$ cat src/rtl/uart_pkg.sv
// Shared UART definitions: FSM state encoding, default frame geometry and baud constants.
// The transmitter stage uses the same package.
package uart_pkg;

    localparam int CLK_FREQ  = 50_000_000;
    localparam int BAUD_RATE = 19200;
    localparam int BAUD_DIV  = 163;

    localparam int DEF_NB_DATA      = 8;
    localparam int DEF_OVERSAMPLING = 16;
    localparam int DEF_SB_TICK      = 16;
    localparam int DEF_NB_TICK_CNT  = 4;

    typedef enum logic [1:0] {
        IDLE  = 2'd0,
        START = 2'd1,
        DATA  = 2'd2,
        STOP  = 2'd3
    } uart_state_e;

endpackage

$ cat src/rtl/sync_2ff.sv
// Two-flop synchroniser for a single asynchronous bit.
// The reset value is a parameter so that idle-high lines come out of reset idle.
module sync_2ff #(
    parameter logic RST_VAL = 1'b1
) (
    input  logic clk,
    input  logic i_rst,
    input  logic i_d,
    output logic o_q
);

    logic meta_q, meta_d;
    logic sync_q, sync_d;

    always_comb begin
        meta_d = i_d;
        sync_d = meta_q;
    end

    always_ff @(posedge clk) begin
        if (i_rst) begin
            meta_q <= RST_VAL;
            sync_q <= RST_VAL;
        end else begin
            meta_q <= meta_d;
            sync_q <= sync_d;
        end
    end

    assign o_q = sync_q;

endmodule

$ cat src/rtl/uart_rx_core.sv
// 8N1 UART receiver driven by a 16x oversampling tick.
// Delivers each byte with a one-clock done strobe and a framing-error flag.
module uart_rx_core
    import uart_pkg::*;
#(
    parameter int NB_DATA      = DEF_NB_DATA,
    parameter int OVERSAMPLING = DEF_OVERSAMPLING,
    parameter int SB_TICK      = DEF_SB_TICK,
    parameter int NB_TICK_CNT  = DEF_NB_TICK_CNT
) (
    input  logic               clk,
    input  logic               i_rst,
    input  logic               i_tick,
    input  logic               i_rx,
    output logic [NB_DATA-1:0] o_data,
    output logic               o_rx_done,
    output logic               o_frame_err
);

    localparam int NB_N = (NB_DATA > 1) ? $clog2(NB_DATA) : 1;
    localparam logic [NB_TICK_CNT-1:0] START_LAST = NB_TICK_CNT'(OVERSAMPLING / 2 - 1);
    localparam logic [NB_TICK_CNT-1:0] DATA_LAST  = NB_TICK_CNT'(OVERSAMPLING - 1);
    localparam logic [NB_TICK_CNT-1:0] STOP_LAST  = NB_TICK_CNT'(SB_TICK - 1);
    localparam logic [NB_N-1:0]        N_LAST     = NB_N'(NB_DATA - 1);

    logic                   rx_s;
    logic                   rx_prev_q, rx_prev_d;
    logic                   falling_edge;
    uart_state_e            state_q, state_d;
    logic [NB_TICK_CNT-1:0] s_cnt_q, s_cnt_d;
    logic [NB_N-1:0]        n_cnt_q, n_cnt_d;
    logic [NB_DATA-1:0]     shreg_q, shreg_d;
    logic [NB_DATA-1:0]     data_q, data_d;
    logic                   done_q, done_d;
    logic                   ferr_q, ferr_d;

    sync_2ff #(.RST_VAL(1'b1)) u_rx_sync (
        .clk  (clk),
        .i_rst(i_rst),
        .i_d  (i_rx),
        .o_q  (rx_s)
    );

    // A start needs a genuine 1->0 transition, so a held-low break cannot retrigger.
    assign falling_edge = rx_prev_q & ~rx_s;

    always_comb begin
        rx_prev_d = rx_s;
        state_d   = state_q;
        s_cnt_d   = s_cnt_q;
        n_cnt_d   = n_cnt_q;
        shreg_d   = shreg_q;
        data_d    = data_q;
        ferr_d    = ferr_q;
        done_d    = 1'b0;

        case (state_q)
            IDLE: begin
                if (falling_edge) begin
                    state_d = START;
                    s_cnt_d = '0;
                end
            end
            START: begin
                if (i_tick) begin
                    if (s_cnt_q == START_LAST) begin
                        if (!rx_s) begin
                            state_d = DATA;
                            s_cnt_d = '0;
                            n_cnt_d = '0;
                        end else begin
                            state_d = IDLE;
                        end
                    end else begin
                        s_cnt_d = s_cnt_q + 1'b1;
                    end
                end
            end
            DATA: begin
                if (i_tick) begin
                    if (s_cnt_q == DATA_LAST) begin
                        shreg_d = {rx_s, shreg_q[NB_DATA-1:1]};
                        s_cnt_d = '0;
                        if (n_cnt_q == N_LAST) begin
                            state_d = STOP;
                        end else begin
                            n_cnt_d = n_cnt_q + 1'b1;
                        end
                    end else begin
                        s_cnt_d = s_cnt_q + 1'b1;
                    end
                end
            end
            STOP: begin
                if (i_tick) begin
                    if (s_cnt_q == STOP_LAST) begin
                        data_d  = shreg_q;
                        ferr_d  = ~rx_s;
                        done_d  = 1'b1;
                        state_d = IDLE;
                    end else begin
                        s_cnt_d = s_cnt_q + 1'b1;
                    end
                end
            end
            default: state_d = IDLE;
        endcase
    end

    always_ff @(posedge clk) begin
        if (i_rst) begin
            rx_prev_q <= 1'b1;
            state_q   <= IDLE;
            s_cnt_q   <= '0;
            n_cnt_q   <= '0;
            shreg_q   <= '0;
            data_q    <= '0;
            done_q    <= 1'b0;
            ferr_q    <= 1'b0;
        end else begin
            rx_prev_q <= rx_prev_d;
            state_q   <= state_d;
            s_cnt_q   <= s_cnt_d;
            n_cnt_q   <= n_cnt_d;
            shreg_q   <= shreg_d;
            data_q    <= data_d;
            done_q    <= done_d;
            ferr_q    <= ferr_d;
        end
    end

    assign o_data      = data_q;
    assign o_rx_done   = done_q;
    assign o_frame_err = ferr_q;

endmodule

$ cat config.mk
export PLATFORM = sky130hd
export DESIGN_NAME = uart_rx_core
export DESIGN_NICKNAME = d
export VERILOG_FILES = /design/src/rtl/uart_pkg.sv /design/src/rtl/sync_2ff.sv /design/src/rtl/uart_rx_core.sv
export SDC_FILE = /design/constraint.sdc
export NUM_CORES = 1
export LEC_CHECK = 0
export ABC_AREA = 1
export BUFFER_PORTS_ARGS = -buffer_cell sky130_fd_sc_hd__buf_2
export CORE_UTILIZATION = 25
export DETAILED_ROUTE_END_ITERATION = 6
export PLACE_DENSITY = 0.4
export SLEW_MARGIN = 10
export SYNTH_ARGS = -nofsm -noshare
export SYNTH_HDL_FRONTEND = slang
export SYNTH_SLANG_ARGS = --single-unit
$ cat constraint.sdc
create_clock -name clk -period 1.65 [get_ports clk]
set_clock_uncertainty 0.15 [all_clocks]
set_input_delay 0 -clock clk [delete_from_list [all_inputs] [get_ports clk]]
set_output_delay 0 -clock clk [all_outputs]
set_load 0.005 [all_outputs]
==> results of run 1 <==
stage by stage:
step / total power, mW / std cells
finish: 1.62 / 273
global route: 1.70 / 273
CTS: 1.63 / 272
detailed placement: 0.871 / 262
global placement: 0.869 / 262
floorplan: 0.844 / 178
routing by layer:
| metal | wire length, um | part of all wire, % | GRT usage [%] |
|---|---|---|---|
| met1 | 1490 | 50 | 15.4 |
| met2 | 1300 | 44 | 17.6 |
| met3 | 108 | 3.7 | 3.97 |
| met4 | 55 | 1.9 | 6.17 |
| met5 | 0 | 0 | 0 |
state kept, by name, indices dropped and copies added (netlist names), named ones only:
| signal | flops |
|---|---|
| rx_prev_q | 1 |
| u_rx_sync.meta_q | 1 |
| u_rx_sync.o_q | 1 |
| s_cnt_q | 4 |
| o_rx_done | 1 |
| o_frame_err | 1 |
| state_q | 1 |
| o_data | 8 |
| shreg_q | 8 |
| n_cnt_q | 3 |
repair_timing:
item | CTS | global route
endpoints found under the setup margin | 0 | 22
hold buffers | 3 | 0
hold endpoints to repair | 9 | 0
resized for setup | 0 | 14
cells in the mapped netlist:
cell / instances
nor2_2: 2
nor2_1: 38
nand2_4: 2
o21ai_1: 6
inv_1: 10
or2_2: 2
and3_1: 1
inv_2: 5
clkinv_4: 1
nand4_1: 1
o21ai_0: 16
nand2_1: 26
clkbuf_1: 3
xnor2_1: 1
a31oi_1: 1
nand3_2: 3
a21oi_2: 1
nand3_1: 7
nand2_2: 6
dfxtp_1: 30
clkinv_2: 1
nor2_4: 4
nor3_1: 1
a21oi_1: 6
ha_1: 3
buf_4: 1
final timing paths:
| check | cells after the start | to | startpoint | slack [ps] |
|---|---|---|---|---|
| min | 3 | o_rx_done$_SDFF_PP0_ | i_tick | -10 |
| max | 5 | u_rx_sync.meta_q$_SDFF_PP1_ | i_rst | 40 |
| max reg2reg | 8 | n_cnt_q[2]$_SDFFE_PP0P_ | n_cnt_q[0]$_SDFFE_PP0P_ | 90 |
| min reg2reg | 1 | u_rx_sync.o_q$_SDFF_PP1_ | u_rx_sync.meta_q$_SDFF_PP1_ | 270 |
area by class of cell:
cell class                 count  area [sq um]
clock buffer                   6          82.6
clock inverter                 1          30.0
fill                         574          3420
inverter                      17          71.3
multi-input combinational    127           703
sequential                    30           603
tap                           70          87.6
timing repair buffer          21           136
timing repair inverter         1          7.51
logic make-up (layout without fill, tap and decap cells):
family	count (synthesis)	count (layout)	share of synthesized area [%]
buf+inv	21	46	6.61
simple gates	93	93	33.7
fa+ha+maj	3	3	2.79
flops	30	30	44.7
xor+xnor	1	1	0.652
compound gates	30	30	11.5
tightest hold or removal path: stages:
cell and delay (ps):
buf_2 150, nand2_4 150, nor2_1 60
power by group through the flow:
stage	registers, mW	clock network [mW]	logic [mW]
global route	0.750	0.812	0.134
CTS	0.747	0.770	0.113
global placement	0.763	0	0.106
floorplan	0.760	0	0.0837
finish	0.749	0.749	0.117
detailed placement	0.764	0	0.107
==> run metrics, run 1 <==
top cells by area, synth=dfxtp_1, nor2_1, nand2_1; min-delay worst type=primary input to flip-flop; total number of H-tree levels=2; setup ws final=35.7 ps; Final period util=97.8%; DP Worst Slack=17.4 ps; clock group share of total power=46.4%; sw frac=21.8%; DRC violations left=0; Syn. warnings=0; CTS tree=yes; NetSw=352 uW; Setup TNS Final=0 ps; max-cap viol count=0; CP most frequent cell=dlygate4sd3_1; Synth Cell Area=0.00134 sq mm; worst ir drop on vdd=0.393 mV; Die ar.=0.00567 sq mm; vias in the first global route=1068; CP Class=primary input to flip-flop; root buffer cell=clkbuf_8; IO Count=14; port buffer count=13; Logic pwr share=7.2%; Worst-path clk slew=70 ps; setup violators final=0; Max-slew headroom=61.5%; Synth Register Bits=30; Setup Buffers After CTS=0; most frequent cells in the layout=nor2_1, dfxtp_1, nand2_1; max frequency=0.619 GHz; Yosys cell types=26; syn avg cell area=7.55 sq um; GPL Wtd Cong=0.770; placed cell area=0.00152 sq mm; routed len/inst=10.8 um; post-layout util=33.5%; fraction of layout cells with a size suffix above 1=30.0%; total gr overflow=0; pwr dens=938 mW/mm^2; chip width=75.3 um; area of the core=0.00514 sq mm; Antenna diodes=0; Int Pwr=1.26 mW; sequential power share=46.4%; CP Cell Sequence=dlygate4sd3_1 -> buf_2 -> buf_6 -> or2_2 -> dlygate4sd3_1; WP buf/inv=4; 1st-iter DRT viols=67; Hold Fails Final Rpt=1; first-pass GRT wire length=4910 um; failing checks=hold timing; Mapped Cells=178; Final Critical Period=1610 ps; post-synthesis sequential area ratio=44.7%; syn_nets=185; num rows=26; ANT nets after route=0; First-pass DRT Iterations=4; CP delay by family, top=buffers and inverters; largest net degree at the start of global routing=22; vias=1171; dominant cell type by area after synthesis=dfxtp_1; antenna violations before repair=0; Critical Path RT=1660 ps; CP max stage delay=550 ps; Tightest Pin Transition=577 ps; clock latency on the worst-skew pair=270 ps; CTS max path bufs=2; Initial Util=26.1%; Synth top area share=44.7%; Post-Route WL=2960 um; Arr. time, crit path=1630 ps; detailed-route vias per instance=4.29; Leak=0.711 nW; most common cell after layout, fill and taps aside=nor2_1; clk sinks=30; Die Y=75.3 um; CTS Buf Count=5; post-route cell area=0.00172 sq mm; area delta synth->final=28.1%; Final Max Tran Viols=0; CP max FO=9; Final Net Count=210; Crit-path slowest cell=dlygate4sd3_1; WHS=-14.4 ps; Post-DP HPWL=2050 um; GRT Total Usage=11.9%; critical path launch point type=primary input; CP endpoint kind=flip-flop; status=finished, violations left
Note: power is estimated with default switching activity, not from simulation.
==> run 2: changes to the inputs <==
--- a/config.mk
+++ b/config.mk
@@ -9,7 +9,7 @@
 export BUFFER_PORTS_ARGS = -buffer_cell sky130_fd_sc_hd__buf_2
 export CORE_UTILIZATION = 25
 export DETAILED_ROUTE_END_ITERATION = 6
-export PLACE_DENSITY = 0.4
+export PLACE_DENSITY_LB_ADDON = 0.1
 export SLEW_MARGIN = 10
 export SYNTH_ARGS = -nofsm -noshare
 export SYNTH_HDL_FRONTEND = slang
==> run 2 against run 1 <==
  * First-iteration DRC count is 34% lower
  * Setup slack improved by 46 ps
  * Power is 13% lower
  * Global-route usage up 0.076 points
  * Non-clock buffer count decreased by 1
  * Die area unchanged
  * The flow now finishes without violations
  * Combinational power down 4%
  * Critical path depth decreased by 1
  * Utilization decreased by 1.2 points
  * Critical path type unchanged
==> run metrics, run 2 (synthesis gave the netlist of run 1 again) <==
status=finished clean; sw frac=24.9% (+3.1 points); Worst-path clk slew=60 ps (about the same); Finished Layout Cells=272 (-0.37%); Arr. time, crit path=1590 ps (-40 ps); max frequency=0.638 GHz (+2.9%); Initial Util=26.1% (unchanged); total gr overflow=0 (unchanged); most frequent cells in the layout=nor2_1, dfxtp_1, nand2_1; CP Class=primary input to flip-flop; CP max FO=10 (+1); FF-to-FF setup slack=140 ps (+50 ps); 1st-iter DRT viols=44 (-34%); chip width=75.3 um (unchanged); most common cell after layout, fill and taps aside=nor2_1; Leak=0.684 nW (-3.7%); Die ar.=0.00567 sq mm (unchanged); setup ws final=81.5 ps (+45.8 ps); FF-to-FF path depth=8 (unchanged); worst ir drop on vdd=0.476 mV (+21%); root buffer cell=clkbuf_8; Post-Route WL=2900 um (-2.1%); DP Worst Slack=1.09 ps (-16.3 ps); Post-Place Cells=261 (-0.38%); placed cell area=0.00151 sq mm (-0.49%); sequential power share=53.0% (+6.6 points); Setup Buffers After CTS=0 (unchanged); num rows=26 (unchanged); Final period util=95.1% (-2.8 points); ANT nets after route=0 (unchanged); fraction of layout cells with a size suffix above 1=27.2% (-2.8 points); DRC violations left=0 (unchanged); min-delay worst type=primary input to flip-flop; total number of H-tree levels=2 (unchanged); WHS=27.0 ps (+41.4 ps); setup violators final=0 (unchanged); Die Y=75.3 um (unchanged); port buffer count=13 (unchanged); routed len/inst=10.6 um (-1.7%); detailed-route vias per instance=4.20 (-2.0%); CTS max path bufs=2 (unchanged); Tightest Pin Transition=527 ps (-49.9 ps); CTS Buf Count=5 (unchanged); Final Net Count=209 (-0.48%); Critical Path RT=1670 ps (about the same); Max-slew headroom=64.8% (+3.3 points); Final Max Tran Viols=0 (unchanged); antenna violations before repair=0 (unchanged); Setup TNS Final=0 ps (unchanged); Final Critical Period=1570 ps (-45.8 ps); critical path launch point type=primary input; NetSw=351 uW (-0.55%); CP endpoint kind=flip-flop; GRT Total Usage=12.0% (+0.076 points); vias in the first global route=1048 (-1.9%); CTS tree=yes; RSZ-0062 raised after global routing=no; largest net degree at the start of global routing=22 (unchanged); Antenna diodes=0 (unchanged); clock latency on the worst-skew pair=280 ps (about the same); first-pass GRT wire length=4910 um (-0.14%); Post-DP HPWL=2110 um (+2.6%); pwr dens=849 mW/mm^2 (-9.5%); Power, Total=1.41 mW (-13%); GPL Wtd Cong=0.842 (+9.4%); IO Count=14 (unchanged); max-cap viol count=0 (unchanged); hold path depth=3 (unchanged); Logic pwr share=7.9% (+0.7 points); clk sinks=30 (unchanged); Hold Fails Final Rpt=0 (-1); Int Pwr=1.06 mW (-16%); area delta synth->final=23.5%; post-route cell area=0.00166 sq mm (-3.6%); vias=1143 (-2.4%); area of the core=0.00514 sq mm (unchanged); clock group share of total power=39.0% (-7.4 points); post-layout util=32.3% (-1.2 points); First-pass DRT Iterations=4 (unchanged)
run 2: final timing paths:
check | startpoint | endpoint
hold / removal | i_tick | o_rx_done$_SDFF_PP0_
setup / recovery | i_rst | u_rx_sync.meta_q$_SDFF_PP1_
hold reg to reg | u_rx_sync.meta_q$_SDFF_PP1_ | u_rx_sync.o_q$_SDFF_PP1_
setup reg to reg | s_cnt_q[0]$_SDFFE_PP0P_ | n_cnt_q[2]$_SDFFE_PP0P_
run 2: metal layers:
metal	routed length (um)	GRT usage, %	vias up	share of wire [%]
li1	-	-	616	-
met1	1480	15.6	500	51
met2	1230	17.6	20	42
met3	121	4.10	7	4.2
met4	65	6.17	0	2.2
met5	0	0	-	0
run 2: critical path: stages:
cell and delay, ps:
dlygate4sd3_1 530, buf_2 200, or2_2 300, dlygate4sd3_1 550
run 2: what timing repair did:
item,4_1_cts,5_1_grt
endpoints found under the setup margin,1,12
hold buffers,3,0
resized for setup,3,5
gates cloned,0,1
hold endpoints to repair,9,0
run 2: power groups by stage:
stage                     sequential (mW)  clock, mW  combinational [mW]
after global routing                0.748      0.612               0.125
final                               0.747      0.550               0.112
after floorplan                     0.760          0              0.0837
after detailed placement            0.763          0               0.105
after CTS                           0.747      0.579               0.111
after global placement              0.763          0               0.106
run 2: final cells by class:
type / count / area, sq um
Sequential cell: 30 / 602
Clock buffer: 5 / 68.8
Timing Repair inverter: 1 / 7.51
Inverter: 17 / 71.3
Tap cell: 70 / 87.6
Clock inverter: 2 / 10.0
Fill cell: 582 / 3480
Multi-Input combinational cell: 127 / 687
Timing Repair Buffer: 20 / 125
